$ cat src/rtl/rob_param.sv
// Parametrised reorder buffer: in-order dispatch, out-of-order write-back on
// WB_PORTS ports, in-order retirement with store handshake and flush on redirect.
module rob_param #(
  parameter int unsigned DEPTH    = 32,
  parameter int unsigned IDX_W    = $clog2(DEPTH),
  parameter int unsigned DATA_W   = 32,
  parameter int unsigned REG_W    = 5,
  parameter int unsigned WB_PORTS = 2
) (
  input  logic                         clk_in,
  input  logic                         rst_n_in,
  input  logic                         rdy_in,
  input  logic                         disp_valid_in,
  output logic                         disp_ready_out,
  input  logic [1:0]                   disp_kind_in,
  input  logic [REG_W-1:0]             disp_rd_in,
  input  logic [1:0]                   disp_size_in,
  output logic [IDX_W-1:0]             disp_tag_out,
  input  logic [IDX_W-1:0]             disp_q1_in,
  input  logic [IDX_W-1:0]             disp_q2_in,
  output logic                         q1_rdy_out,
  output logic                         q2_rdy_out,
  output logic [DATA_W-1:0]            q1_data_out,
  output logic [DATA_W-1:0]            q2_data_out,
  input  logic [WB_PORTS-1:0]          wb_valid_in,
  input  logic [WB_PORTS*IDX_W-1:0]    wb_tag_in,
  input  logic [WB_PORTS*DATA_W-1:0]   wb_value_in,
  input  logic [WB_PORTS*32-1:0]       wb_addr_in,
  input  logic [WB_PORTS-1:0]          wb_redirect_in,
  output logic                         commit_valid_out,
  output logic [REG_W-1:0]             commit_rd_out,
  output logic [IDX_W-1:0]             commit_tag_out,
  output logic [DATA_W-1:0]            commit_value_out,
  output logic                         st_valid_out,
  input  logic                         st_ready_in,
  output logic [31:0]                  st_addr_out,
  output logic [DATA_W-1:0]            st_data_out,
  output logic [1:0]                   st_size_out,
  output logic                         flush_out,
  output logic [31:0]                  redirect_pc_out,
  output logic [IDX_W:0]               count_out
);

  localparam int unsigned CNT_W = IDX_W + 1;
  localparam logic [1:0] K_REG = 2'd0;
  localparam logic [1:0] K_BR  = 2'd1;
  localparam logic [1:0] K_ST  = 2'd2;
  localparam logic [1:0] K_JMP = 2'd3;

  typedef enum logic {S_IDLE, S_REQ} st_state_e;

  logic [DEPTH-1:0]  busy_q, busy_d, done_q, done_d, redir_q;
  logic [1:0]        kind_q  [DEPTH];
  logic [REG_W-1:0]  rd_q    [DEPTH];
  logic [1:0]        size_q  [DEPTH];
  logic [DATA_W-1:0] value_q [DEPTH];
  logic [31:0]       addr_q  [DEPTH];

  logic [IDX_W-1:0]  head_q, head_d, tail_q, tail_d;
  logic [CNT_W-1:0]  count_q, count_d;
  st_state_e         st_state_q;

  logic              commit_valid_q, flush_q, st_valid_q;
  logic [REG_W-1:0]  commit_rd_q;
  logic [IDX_W-1:0]  commit_tag_q;
  logic [DATA_W-1:0] commit_value_q, st_data_q;
  logic [31:0]       redirect_pc_q, st_addr_q;
  logic [1:0]        st_size_q;

  logic              full, disp_fire, retire_ok, st_pop, st_start, pop, flush, commit;
  logic [1:0]        head_kind;
  logic [IDX_W-1:0]  wb_tag [WB_PORTS];
  logic [WB_PORTS-1:0] wb_hit;

  // Retire decision on the head entry; a store parks the FSM until memory accepts.
  assign full           = (count_q == CNT_W'(DEPTH));
  assign disp_ready_out = !full && !flush_q;
  assign disp_fire      = rdy_in && disp_valid_in && disp_ready_out;
  assign head_kind      = kind_q[head_q];
  assign retire_ok      = rdy_in && (st_state_q == S_IDLE) && busy_q[head_q] && done_q[head_q];
  assign st_pop         = rdy_in && (st_state_q == S_REQ) && st_ready_in;
  assign st_start       = retire_ok && (head_kind == K_ST);
  assign flush          = retire_ok && ((head_kind == K_JMP) ||
                                        ((head_kind == K_BR) && redir_q[head_q]));
  assign commit         = retire_ok && ((head_kind == K_REG) || (head_kind == K_JMP));
  assign pop            = st_pop || (retire_ok && ((head_kind == K_REG) ||
                                        ((head_kind == K_BR) && !redir_q[head_q])));

  always_comb begin
    for (int unsigned p = 0; p < WB_PORTS; p++) begin
      wb_tag[p] = wb_tag_in[p*IDX_W +: IDX_W];
      wb_hit[p] = rdy_in && !flush && wb_valid_in[p] && busy_q[wb_tag[p]];
    end
  end

  // Occupancy bookkeeping; a flush overrides every other update this edge.
  always_comb begin
    busy_d  = busy_q;
    done_d  = done_q;
    head_d  = head_q;
    tail_d  = tail_q;
    count_d = count_q;
    if (flush) begin
      busy_d  = '0;
      done_d  = '0;
      head_d  = '0;
      tail_d  = '0;
      count_d = '0;
    end else begin
      for (int unsigned p = 0; p < WB_PORTS; p++) begin
        if (wb_hit[p]) done_d[wb_tag[p]] = 1'b1;
      end
      if (pop) begin
        busy_d[head_q] = 1'b0;
        head_d         = head_q + IDX_W'(1);
      end
      if (disp_fire) begin
        busy_d[tail_q] = 1'b1;
        done_d[tail_q] = 1'b0;
        tail_d         = tail_q + IDX_W'(1);
      end
      count_d = count_q + CNT_W'(disp_fire) - CNT_W'(pop);
    end
  end

  // Operand lookup: stored result wins, else the lowest-index forwarding port.
  always_comb begin
    q1_rdy_out  = done_q[disp_q1_in];
    q2_rdy_out  = done_q[disp_q2_in];
    q1_data_out = '0;
    q2_data_out = '0;
    for (int p = int'(WB_PORTS) - 1; p >= 0; p--) begin
      if (wb_valid_in[p] && (wb_tag[p] == disp_q1_in)) begin
        q1_rdy_out  = 1'b1;
        q1_data_out = wb_value_in[p*DATA_W +: DATA_W];
      end
      if (wb_valid_in[p] && (wb_tag[p] == disp_q2_in)) begin
        q2_rdy_out  = 1'b1;
        q2_data_out = wb_value_in[p*DATA_W +: DATA_W];
      end
    end
    if (done_q[disp_q1_in]) q1_data_out = value_q[disp_q1_in];
    if (done_q[disp_q2_in]) q2_data_out = value_q[disp_q2_in];
  end

  always_ff @(posedge clk_in or negedge rst_n_in) begin
    if (!rst_n_in) begin
      busy_q         <= '0;
      done_q         <= '0;
      head_q         <= '0;
      tail_q         <= '0;
      count_q        <= '0;
      st_state_q     <= S_IDLE;
      commit_valid_q <= 1'b0;
      commit_rd_q    <= '0;
      commit_tag_q   <= '0;
      commit_value_q <= '0;
      flush_q        <= 1'b0;
      redirect_pc_q  <= '0;
      st_valid_q     <= 1'b0;
      st_addr_q      <= '0;
      st_data_q      <= '0;
      st_size_q      <= '0;
    end else begin
      busy_q         <= busy_d;
      done_q         <= done_d;
      head_q         <= head_d;
      tail_q         <= tail_d;
      count_q        <= count_d;
      commit_valid_q <= commit;
      flush_q        <= flush;
      if (commit) begin
        commit_rd_q    <= rd_q[head_q];
        commit_tag_q   <= head_q;
        commit_value_q <= value_q[head_q];
      end
      if (flush) redirect_pc_q <= addr_q[head_q];
      case (st_state_q)
        S_IDLE: if (st_start) begin
          st_state_q <= S_REQ;
          st_valid_q <= 1'b1;
          st_addr_q  <= addr_q[head_q];
          st_data_q  <= value_q[head_q];
          st_size_q  <= size_q[head_q];
        end
        S_REQ: if (st_pop) begin
          st_state_q <= S_IDLE;
          st_valid_q <= 1'b0;
        end
        default: st_state_q <= S_IDLE;
      endcase
    end
  end

  // Entry payload needs no reset: it is only observed once busy/done say so.
  always_ff @(posedge clk_in) begin
    if (disp_fire && !flush) begin
      kind_q[tail_q]  <= disp_kind_in;
      rd_q[tail_q]    <= disp_rd_in;
      size_q[tail_q]  <= disp_size_in;
      redir_q[tail_q] <= 1'b0;
    end
    for (int unsigned p = 0; p < WB_PORTS; p++) begin
      if (wb_hit[p]) begin
        value_q[wb_tag[p]] <= wb_value_in[p*DATA_W +: DATA_W];
        addr_q[wb_tag[p]]  <= wb_addr_in[p*32 +: 32];
        redir_q[wb_tag[p]] <= wb_redirect_in[p];
      end
    end
  end

  assign disp_tag_out     = tail_q;
  assign commit_valid_out = commit_valid_q;
  assign commit_rd_out    = commit_rd_q;
  assign commit_tag_out   = commit_tag_q;
  assign commit_value_out = commit_value_q;
  assign flush_out        = flush_q;
  assign redirect_pc_out  = redirect_pc_q;
  assign st_valid_out     = st_valid_q;
  assign st_addr_out      = st_addr_q;
  assign st_data_out      = st_data_q;
  assign st_size_out      = st_size_q;
  assign count_out        = count_q;

endmodule
$ cat config.mk
export PLATFORM = sky130hd
export DESIGN_NAME = rob_param
export DESIGN_NICKNAME = d
export VERILOG_FILES = /design/src/rtl/rob_param.sv
export SDC_FILE = /design/constraint.sdc
export NUM_CORES = 2
export LEC_CHECK = 0
export ABC_AREA = 0
export BUFFER_PORTS_ARGS = -buffer_cell sky130_fd_sc_hd__buf_2
export CORE_MARGIN = 2
export CORE_UTILIZATION = 57
export CTS_CLUSTER_SIZE = 14
export DETAILED_ROUTE_END_ITERATION = 8
export GPL_TIMING_DRIVEN = 1
export PLACE_DENSITY = 0.77
export SYNTH_ARGS = -nofsm -noshare
export SYNTH_HDL_FRONTEND = slang
export SYNTH_SLANG_ARGS = --single-unit
$ cat constraint.sdc
create_clock -name clk_in -period 10 [get_ports clk_in]
set_clock_uncertainty 0.2 [all_clocks]
set_input_delay 1 -clock clk_in [delete_from_list [all_inputs] [get_ports clk_in]]
set_output_delay 1 -clock clk_in [all_outputs]
set_load 0.01 [all_outputs]
==> impl_metrics.toml <==
[status]
status = "completed"

[global_route]
grt_max_degree = 138
track_usage = 0.381
grt_antenna_before_repair = 47
grt_pass1_wl_um = 693000
grt_pass1_vias = 92209
grt_overflow = 0

[floorplanning]
initial_utilization = 0.572
die_x_um = 506
rows = 184
io_pins = 387
die_h_um = 506
dieArea_um2 = 256000
core-area_um2 = 251000

[pwr]
p_int_uw = 21800
vdd_drop_max_v = 0.000212
p_clk_frac = 0.347
swShare = 0.299
p_per_area_nw_per_um2 = 198
leakagePower_uw = 0.0529
p_comb_frac = 0.242
netSwitchingPower_uw = 9270
p_seq_frac = 0.412

[clock_network]
cts_buffers = 303
cts_max_path_buffers = 4
cts_resized = 0
clk_pin_slew_ns = 0.06
clkLatencyLatePin_ns = 0.96
tritoncts = "done"
htree_num_levels = 5
clkSinkCount = 2592
ctsRootBufferMaster = "clkbuf_16"

[detailed_routing]
antenna_left = 0
first_pass_iters = 9
drt_wl_total_um = 493000
wl_per_cell_um = 40.8
wl_met2_um = 220000
routed.top_layer = "met5"
drc = 0
drt_iter0_drc = 14967
wl_met1_um = 166000
viasPerCell = 7.71
dr_wl_met3_um = 72100
vias = 93015

[logic_synthesis]
synth_cells = 8662
ys_types = 77
postSynthAreaPerCell_um2 = 16.6
syn_nets = 8849
netlist_area_um2 = 144000
ys_seq_area_frac = 0.532
yosys_warnings = 0
synth.ff_latch_count = 2592
async_flop_share = 0.0864
synth_area_leaders = "edfxtp_1, mux4_2, mux2_2"
synth_top_area_frac = 0.488
synth_edf_count = 2336
synth_top_cell_by_area = "edfxtp_1"
synth-main-ff-cell = "edfxtp_1"

[timing]
rsz0062_at_grt = "false"
finalHoldViolations = 0
drv_slew = 0
period_minus_slack_ns = 7.87
post-route-period-util = 0.787
setup-tns-final_ns = 0
finalSetupViolCount = 0
holdWs_ns = 0.104
tightest_slew_ns = 1.45
max-slew-margin-rel = 0.0287
fmax_mhz = 127

[setup_path]
path_max_fanout = 52
crit_path_max_incr_delay_ns = 1.11
path_cells = "mux4_2 > a22o_1 > nor4_1 > inv_1 > ha_1 > inv_1 > o221ai_2 > a311oi_4 > buf_4 > nand3b_4 > nand2_4 > buf_4"
worstSetupStartpointType = "register"
worstPathRequired_ns = 10.33
cp_data_arrival_time_ns = 8.20
cpMaxStageDelayCell = "dfrtp_4"
crit_type = "register to register"
crit_path_end_kind = "register"

[finish]
finalNonFillerCells = 12069
drive_above_1_share = 0.479
num-fill-cells = 17679
syn2layout_area_growth_pct = 9.26
finalInstanceArea_um2 = 157000
final_nets = 8657

[placed_design]
dp.cells = 11512
routabilityCongestion = 0.941
placed_area_um2 = 147000
port_buffers = 386
dp_hpwl_um = 276000

[min_path]
hold_path.class = "input port to register"

[job]
max_cap_violations = 0
==> area by class of cell <==
class | count | area (um^2) | share of cell area
well taps | 3348 | 4190 | 0.0267
inverters | 22 | 85.1 | 0.000542
multi-input cells | 4957 | 63000 | 0.401
repair buffers | 594 | 3870 | 0.0247
clock inverters | 128 | 1160 | 0.00740
diodes | 38 | 95.1 | 0.000606
flip-flops and latches | 2592 | 76400 | 0.487
clock buffers | 390 | 8160 | 0.0520
==> metal layers <==
| layer | up-vias | GRT usage |
|---|---|---|
| met5 | - | 0 |
| met4 | 26 | 0.222 |
| met3 | 1816 | 0.121 |
| met2 | 8149 | 0.562 |
| met1 | 47966 | 0.499 |
| li1 | 35058 | - |
==> timing repair <==
action | CTS | global route
buffers inserted | 0 | 0
endpoints found under the hold margin | 76 | 0
hold buffers | 1 | 0
==> worst max-delay path: cells and delay by family, from the launching register on <==
| kind | cells | cell delay, ns |
|---|---|---|
| flip-flops | 1 | 1.11 |
| AO/OA/AOI/OAI | 3 | 0.91 |
| adder cells (fa/ha/maj) | 1 | 0.27 |
| buffers and inverters | 4 | 1.53 |
| AND/OR/NAND/NOR | 3 | 2.66 |
| multiplexers | 1 | 0.61 |
==> cells in the final DEF, fill, tap and decap left out, types with 32 or more instances in the layout <==
master / count
mux4_2: 1266
mux2_2: 1745
a21oi_1: 130
dfrtp_1: 222
buf_4: 187
buf_2: 375
mux2_4: 57
a211oi_1: 64
nand2_1: 367
clkbuf_1: 71
clkinv_1: 56
mux2i_1: 35
nand4_1: 75
nor2b_1: 72
o21ai_0: 40
mux2_1: 290
nor2_1: 97
a22oi_1: 327
edfxtp_1: 2336
diode_2: 38
clkbuf_16: 311
clkinv_2: 37
dfxtp_1: 32
==> path summary, 6_finish.rpt <==
path,from,to,slack (ns),depth (start not counted)
min reg2reg,redirect_pc_out[21],redirect_pc_out[21],0.27,2
min,st_ready_in,st_state_q,0.10,4
max reg2reg,head_q[0],value_q[10][10],2.13,12
max,head_q[0],value_q[10][10],2.13,12
min in group asynchronous,rst_n_in,commit_value_out[26],0.43,2
max in group asynchronous,rst_n_in,st_addr_out[23],7.50,4
==> power by group through the flow <==
stage	Combinational [uW]	Clock [uW]	Sequential, uW
6_report	7500	10800	12800
5_1_grt	7790	11200	12800
4_1_cts	7360	10800	12800
3_5_place_dp	7330	0	13000
3_3_place_gp	7230	0	13000
2_1_floorplan	4640	0	13000
==> cell usage after synthesis, types with 8 or more instances <==
cell,n
a211oi_1,64
a21oi_1,130
a221oi_1,15
a22o_1,20
a22oi_1,327
a31oi_1,20
and2_1,12
and3_1,13
buf_1,137
buf_2,147
buf_4,59
buf_6,53
clkbuf_1,695
dfrtp_1,224
dfxtp_1,32
edfxtp_1,2336
ha_1,20
inv_1,19
mux2_1,290
mux2_2,1745
mux2_4,57
mux2i_1,37
mux4_2,1266
nand2_1,379
nand3_1,35
nand3_2,17
nand3b_1,11
nand4_1,75
nor2_1,101
nor2b_1,72
nor3_1,8
nor4_1,13
o211a_1,31
o21ai_0,60
o221ai_1,18
o22ai_1,10
xnor2_1,10
xor2_1,20
==> state kept, by name, indices dropped and copies added (netlist names), 2 cells and up <==
register	cells
addr_q	1024
value_q	1024
rd_q	160
kind_q	64
size_q	64
busy_q	32
commit_value_out	32
done_q	32
redir_q	32
redirect_pc_out	32
st_addr_out	32
st_data_out	32
count_out	6
commit_rd_out	5
commit_tag_out	5
disp_tag_out	5
head_q	5
st_size_out	2
==> stage by stage <==
step	setup WS, ns	utilization	power [uW]
3_5_place_dp	2.44	0.588	20300
3_3_place_gp	2.50	0.588	20200
2_1_floorplan	0.270	-	17600
6_report	2.13	0.625	31000
4_1_cts	2.35	0.625	30900
5_1_grt	2.10	0.625	31800
==> cells by family after synthesis <==
kind of cell | Yosys count | synth area share
multiplexers | 3395 | 0.367
adder cells (fa/ha/maj) | 21 | 0.00188
AO/OA/AOI/OAI | 738 | 0.0368
AND/OR/NAND/NOR | 773 | 0.0262
buffers and inverters | 1113 | 0.0347
flip-flops | 2592 | 0.532
XOR/XNOR | 30 | 0.00183
Note: power is estimated with default switching activity, not from simulation.
